**config.mk**
```make
export PLATFORM = sky130hd
export DESIGN_NAME = store_write_scheduler
export DESIGN_NICKNAME = d
export VERILOG_FILES = /design/src/rtl/store_write_scheduler.sv
export SDC_FILE = /design/constraint.sdc
export NUM_CORES = 2
export LEC_CHECK = 0
export CORE_MARGIN = 2
export CORE_UTILIZATION = 24
export DETAILED_ROUTE_END_ITERATION = 6
export GPL_TIMING_DRIVEN = 0
export PLACE_DENSITY = 0.47
export SETUP_SLACK_MARGIN = 0.05
export SLEW_MARGIN = 20
export SYNTH_ARGS = -nofsm -noshare
export SYNTH_HDL_FRONTEND = slang
export SYNTH_SLANG_ARGS = --single-unit
```
**constraint.sdc**
```tcl
create_clock -name clk -period 10.1 [get_ports clk]
set_input_delay 2.02 -clock clk [delete_from_list [all_inputs] [get_ports clk]]
set_output_delay 2.02 -clock clk [all_outputs]
set_load 0.005 [all_outputs]
```
**src/rtl/store_write_scheduler.sv**
```systemverilog
// ---------------------------------------------------------------------------
// store_write_scheduler
//
// Store buffer sitting between the four issue lanes and the single write
// port of the data memory. Up to four stores per cycle are accepted
// all-or-nothing, packed in program order (lane 0 oldest) into a circular
// buffer. One entry per cycle drains into the memory write port. Loads probe
// the buffer combinationally and receive the youngest matching store.
//
// Ports:
//   clk             rising-edge clock
//   rst_n           synchronous active-low reset
//   st_valid[3:0]   bit i set when lane i presents a store
//   st_addrN        store byte address for lane N (bits [1:0] ignored)
//   st_dataN        store data for lane N
//   st_ready        every presented store is accepted at this edge
//   mem_write       memory write enable (buffer not empty)
//   mem_write_addr  head entry word address as a byte address, 0 when idle
//   mem_write_data  head entry data, 0 when idle
//   ld_addr         load address from the memory stage
//   ld_hit          some buffered store matches ld_addr
//   ld_data         data of the youngest matching store, 0 on no hit
//   count           occupied entries (registered)
//   empty           count == 0
// ---------------------------------------------------------------------------
module store_write_scheduler #(
    parameter int DEPTH = 8,
    parameter int CW    = 4
) (
    input  logic          clk,
    input  logic          rst_n,
    input  logic [3:0]    st_valid,
    input  logic [31:0]   st_addr0,
    input  logic [31:0]   st_addr1,
    input  logic [31:0]   st_addr2,
    input  logic [31:0]   st_addr3,
    input  logic [31:0]   st_data0,
    input  logic [31:0]   st_data1,
    input  logic [31:0]   st_data2,
    input  logic [31:0]   st_data3,
    output logic          st_ready,
    output logic          mem_write,
    output logic [31:0]   mem_write_addr,
    output logic [31:0]   mem_write_data,
    input  logic [31:0]   ld_addr,
    output logic          ld_hit,
    output logic [31:0]   ld_data,
    output logic [CW-1:0] count,
    output logic          empty
);

    localparam int PW = $clog2(DEPTH);

    logic [29:0]   addr_q [DEPTH];
    logic [31:0]   data_q [DEPTH];
    logic [PW-1:0] head_q, head_d;
    logic [PW-1:0] tail_q, tail_d;
    logic [CW-1:0] count_q, count_d;

    logic [29:0]   laneAddr [4];
    logic [31:0]   laneData [4];
    logic [2:0]    laneOffset [4];
    logic [2:0]    validCount;
    logic [CW-1:0] freeSlots;
    logic          accept;
    logic [PW-1:0] fwdIdx;
    logic          unusedAddrBits;

    // Byte-offset bits of every address are don't-care for word stores.
    assign unusedAddrBits = ^{st_addr0[1:0], st_addr1[1:0], st_addr2[1:0],
                              st_addr3[1:0], ld_addr[1:0]};

    // Gather the lanes into arrays so the packing logic can loop over them.
    always_comb begin
        laneAddr[0] = st_addr0[31:2];
        laneAddr[1] = st_addr1[31:2];
        laneAddr[2] = st_addr2[31:2];
        laneAddr[3] = st_addr3[31:2];
        laneData[0] = st_data0;
        laneData[1] = st_data1;
        laneData[2] = st_data2;
        laneData[3] = st_data3;
    end

    // Each valid lane lands at tail plus the number of valid lanes below it,
    // so invalid lanes leave no holes in the buffer.
    always_comb begin
        validCount = '0;
        for (int k = 0; k < 4; k++) begin
            laneOffset[k] = validCount;
            validCount    = validCount + {2'b00, st_valid[k]};
        end
    end

    // Acceptance ignores the entry draining this same cycle, which keeps the
    // ready path free of the drain decision. An empty request is always ready.
    always_comb begin
        freeSlots = CW'(DEPTH) - count_q;
        st_ready  = rst_n && (freeSlots >= CW'(validCount));
        accept    = st_ready;
    end

    // The head entry is always on the write port whenever anything is held;
    // the data outputs are zeroed when idle so the port is clean.
    always_comb begin
        mem_write      = (count_q != '0);
        mem_write_addr = '0;
        mem_write_data = '0;
        if (mem_write) begin
            mem_write_addr = {addr_q[head_q], 2'b00};
            mem_write_data = data_q[head_q];
        end
        count = count_q;
        empty = (count_q == '0);
    end

    // Pointer and occupancy next state. Pointers wrap naturally modulo DEPTH
    // because DEPTH is a power of two.
    always_comb begin
        head_d  = head_q + (mem_write ? PW'(1) : '0);
        tail_d  = tail_q + (accept ? PW'(validCount) : '0);
        count_d = count_q + (accept ? CW'(validCount) : '0)
                          - (mem_write ? CW'(1) : '0);
    end

    // Reset simply abandons whatever is buffered; stale storage contents are
    // harmless because every reader is gated by count.
    always_ff @(posedge clk) begin
        if (!rst_n) begin
            head_q  <= '0;
            tail_q  <= '0;
            count_q <= '0;
        end else begin
            head_q  <= head_d;
            tail_q  <= tail_d;
            count_q <= count_d;
        end
    end

    // Entry storage. Acceptance guarantees every target slot is free, so a
    // write never collides with the entry being drained.
    always_ff @(posedge clk) begin
        for (int k = 0; k < 4; k++) begin
            if (accept && st_valid[k]) begin
                addr_q[tail_q + PW'(laneOffset[k])] <= laneAddr[k];
                data_q[tail_q + PW'(laneOffset[k])] <= laneData[k];
            end
        end
    end

    // Forwarding walks the occupied entries oldest to youngest so that a
    // later match overrides an earlier one, leaving the youngest store's data.
    // The draining head is included since memory has not yet absorbed it.
    always_comb begin
        ld_hit  = 1'b0;
        ld_data = '0;
        fwdIdx  = '0;
        for (int i = 0; i < DEPTH; i++) begin
            fwdIdx = head_q + PW'(i);
            if ((CW'(i) < count_q) && (addr_q[fwdIdx] == ld_addr[31:2])) begin
                ld_hit  = 1'b1;
                ld_data = data_q[fwdIdx];
            end
        end
    end

endmodule

```
==> impl_metrics.toml <==
[setup_path]
timing.critical_path.to_type = "output port"
worstPathMaxFanout = 10
worst_setup_path_start_kind = "register"
worstPathRequired_ns = 8.08
timing.setup.critical_path_class = "register to output port"
logic_depth_of_the_worst_register_to_register_path = 14
cp.arrival_ns = 8.15

[logic_synthesis]
synth_common_cells = "sky130_fd_sc_hd__nand2_1 (1022), sky130_fd_sc_hd__mux2i_1 (674), sky130_fd_sc_hd__nor2_1 (636)"
summed_instance_area_of_the_synthesized_netlist_um2 = 56500
synth_flop_cell = "sky130_fd_sc_hd__edfxtp_1"
synth_enable_flop_cells = 496
post_synth_num_cell_types = 77
postSynthCellCount = 6271
synth_seq_cells = 506
yosysSeqAreaShare_pct = 26.7
cell_type_with_the_largest_total_area_after_synthesis = "sky130_fd_sc_hd__edfxtp_1"
synthMostInstantiatedCell = "sky130_fd_sc_hd__nand2_1"
yosys_warnings = 0
post_synth.cell_area_avg_um2 = 9.01
synth_async_sr_flop_share_pct = 0
yosys-top-cells-area = "sky130_fd_sc_hd__edfxtp_1 (26%), sky130_fd_sc_hd__mux4_2 (20%), sky130_fd_sc_hd__mux2i_1 (12%)"
synth_top_cell_area_share_pct = 26.3

[power_and_ir_drop]
net_switching_component_of_the_power_mw = 12.4
seqPwrFrac_pct = 18.1
irDropWorstVdd_mv = 0.251
combinationalPowerShare_pct = 70.5
power_leakage_nw = 24.0
power_mw = 23.0
power.switching_fraction_pct = 54.0
clkPwrFrac_pct = 11.4
p_int_mw = 10.6
cellPowerDensity_nw_per_um2 = 352

[status]
run_status = "finished, violations left"
failing_checks = "negative setup slack"

[route]
wire_per_inst_um = 38.9
postRouteAntennaNets = 0
drc = 0
via_count = 59400
avgViaCountPerCell = 6.09
initialDrtViolationCount = 10300
drt_first_pass_iters = 7
drt_wl_total_um = 380000

[timing]
clock_skew_ns = 0.0366
layout_setup_ws_ns = -0.0658
fmax_mhz = 98.4
worstMarginPinSlew_ns = 1.37
fin_worst_hold_slack_ns = 0.654
finish_stage_setup_viols = 10
slew_headroom_pct = 8.47
finalSetupTns_ns = -0.328
final_min_period_over_clock_period_pct = 101
final-max-slew-violation-count = 0
min_clock_period_post_route_ns = 10.17
rsz_0062_raised_after_global_routing = "false"
timing_hold_violations_final = 0

[die]
chipWidth_um = 489
die-height_um = 489
floorplan.rows = 178
initial_core_util_pct = 24.1
die_area_um2 = 239000
design.core.area_um2 = 235000
boundaryPins = 398

[clock_network]
tritoncts = "yes"
root_buffer = "sky130_fd_sc_hd__clkbuf_16"
cts_inserted_buffers = 67
worst_skew_pair.late_latency_ns = 0.72
cts.reportedPaths.clkPinSlew_ns = 0.05
ctsLongestPathBuffers = 3
clock_sinks = 506
cts-htree-levels = 3

[global_routing]
grt_first_pass_wirelength_um = 499000
grt_start_max_net_pins = 33
grt.total_usage_pct = 30.6
grt.overflow.total = 0
grt_pass1_vias = 54500
grt_antenna_before_repair = 97

[finish]
finish.net_count = 6843
post-route-cell-area_um2 = 65500
final_util_pct = 27.9
layout-area-overhead-vs-synth_pct = 15.8
final.fill_count = 25000
drive_gt1_share_pct = 16.6

[placed_design]
last_weighted_congestion_value_of_the_routability_driven_placer = 1.10
place.port_buffers = 119
hpwl_um = 300000
placement.cell_area_um2 = 62500

[worst_hold_path]
hold_path.class = "register to register"
timing.hold.worst_path_depth = 2

[job]
maxCapViolCount = 0
-- layer usage --
layer,track usage [%],wire [µm],vias to the layer above
met4,18.6,26700,90
met1,40.7,150000,29800
met5,0,527,-
met3,10.7,51400,943
li1,-,-,23600
met2,42.0,152000,4989
-- cell families (layout without fill, tap and decap cells) --
family / after synthesis / count (layout) / share of synthesized area, %
DFF: 506 / 506 / 26.7
adders and majority gates: 30 / 30 / 0.744
muxes: 1231 / 1231 / 33.1
and+or+nand+nor: 2051 / 2051 / 15.1
other: 1 / 42 / 0.00663
xor gates and xnor gates: 244 / 244 / 3.78
AOI/OAI and AO/OA: 1342 / 1342 / 13.6
buffers and inverters: 866 / 1165 / 6.88
-- power groups by stage --
stage / logic [mW] / registers [mW] / clock network [mW]
global route: 16.6 / 4.16 / 2.68
floorplan: 8.91 / 3.64 / 0
global placement: 15.3 / 4.23 / 0
finish: 16.2 / 4.16 / 2.62
detailed placement: 15.4 / 4.11 / 0
CTS: 15.7 / 4.07 / 2.62
-- what timing repair did --
item / 4_1_cts / 5_1_grt
buffers inserted: 4 / 0
hold buffers: 0 / 0
pin swaps: 8 / 4
endpoints found under the setup margin: 33 / 33
resized for setup: 109 / 25
-- layout by cell type (no fill, tap or decap), types with 37 or more instances in the layout --
| cell | count |
|---|---|
| sky130_fd_sc_hd__mux2i_1 | 670 |
| sky130_fd_sc_hd__o2111ai_1 | 38 |
| sky130_fd_sc_hd__nor2_1 | 633 |
| sky130_fd_sc_hd__mux4_2 | 495 |
| sky130_fd_sc_hd__diode_2 | 40 |
| sky130_fd_sc_hd__and3_1 | 42 |
| sky130_fd_sc_hd__nor3_1 | 64 |
| sky130_fd_sc_hd__xnor2_1 | 191 |
| sky130_fd_sc_hd__mux2_2 | 53 |
| sky130_fd_sc_hd__clkdlybuf4s50_1 | 119 |
| sky130_fd_sc_hd__o21ai_0 | 552 |
| sky130_fd_sc_hd__buf_2 | 87 |
| sky130_fd_sc_hd__nand4_1 | 72 |
| sky130_fd_sc_hd__clkbuf_16 | 70 |
| sky130_fd_sc_hd__buf_4 | 117 |
| sky130_fd_sc_hd__or3_1 | 37 |
| sky130_fd_sc_hd__nand3_1 | 75 |
| sky130_fd_sc_hd__edfxtp_1 | 496 |
| sky130_fd_sc_hd__a21oi_1 | 554 |
| sky130_fd_sc_hd__buf_1 | 91 |
| sky130_fd_sc_hd__nand2_1 | 1016 |
| sky130_fd_sc_hd__clkbuf_2 | 65 |
| sky130_fd_sc_hd__clkbuf_1 | 464 |
-- layout make-up --
type	count	area [µm²]	area share, %
plain buffers	825	4030	6.15
clock buffers	79	1760	2.69
clock inverters	42	533	0.814
repair buffers	180	1850	2.83
diodes	40	100	0.153
flip-flops and latches	506	15100	23.1
inverters	39	146	0.224
multi-input cells	4900	38000	58.1
well taps	3150	3940	6.02
-- final timing paths --
path                                start           end  slack, ns
worst max-delay path            head_q[0]   ld_data[17]      -0.07
worst min-delay path            head_q[0]     head_q[0]       0.65
worst max register to register   count[1]  addr_q[1][0]       3.96
worst min register to register  head_q[0]     head_q[0]       0.65
-- flip-flops by register name, indices dropped and copies added (netlist names) --
name,count
data_q,256
addr_q,240
count,4
head_q,3
tail_q,3
-- per-stage QoR --
step                worst slack [ns]  instances
finish                       -0.0658       9761
global route                  0.0559       9748
CTS                           0.0461       9718
detailed placement             -4.11       9595
global placement               -4.13       9541
floorplan                       2.14       6272
-- critical path, cell delays in order (launching register included) --
cell,delay (ns)
sky130_fd_sc_hd__dfxtp_1,0.34
sky130_fd_sc_hd__buf_6,0.16
sky130_fd_sc_hd__buf_6,0.18
sky130_fd_sc_hd__buf_6,0.19
sky130_fd_sc_hd__inv_2,0.14
sky130_fd_sc_hd__buf_2,0.41
sky130_fd_sc_hd__buf_2,0.57
sky130_fd_sc_hd__ha_1,0.27
sky130_fd_sc_hd__buf_8,0.22
sky130_fd_sc_hd__buf_8,0.24
sky130_fd_sc_hd__mux4_2,0.64
sky130_fd_sc_hd__xnor2_1,0.17
sky130_fd_sc_hd__o21ai_0,0.70
sky130_fd_sc_hd__nor4bb_4,0.76
sky130_fd_sc_hd__buf_1,0.47
sky130_fd_sc_hd__clkbuf_1,0.65
sky130_fd_sc_hd__nand4_1,0.17
sky130_fd_sc_hd__o2111ai_1,0.17
sky130_fd_sc_hd__a41o_1,0.30
sky130_fd_sc_hd__clkdlybuf4s50_1,0.56
(Power assumes the default switching activity.)
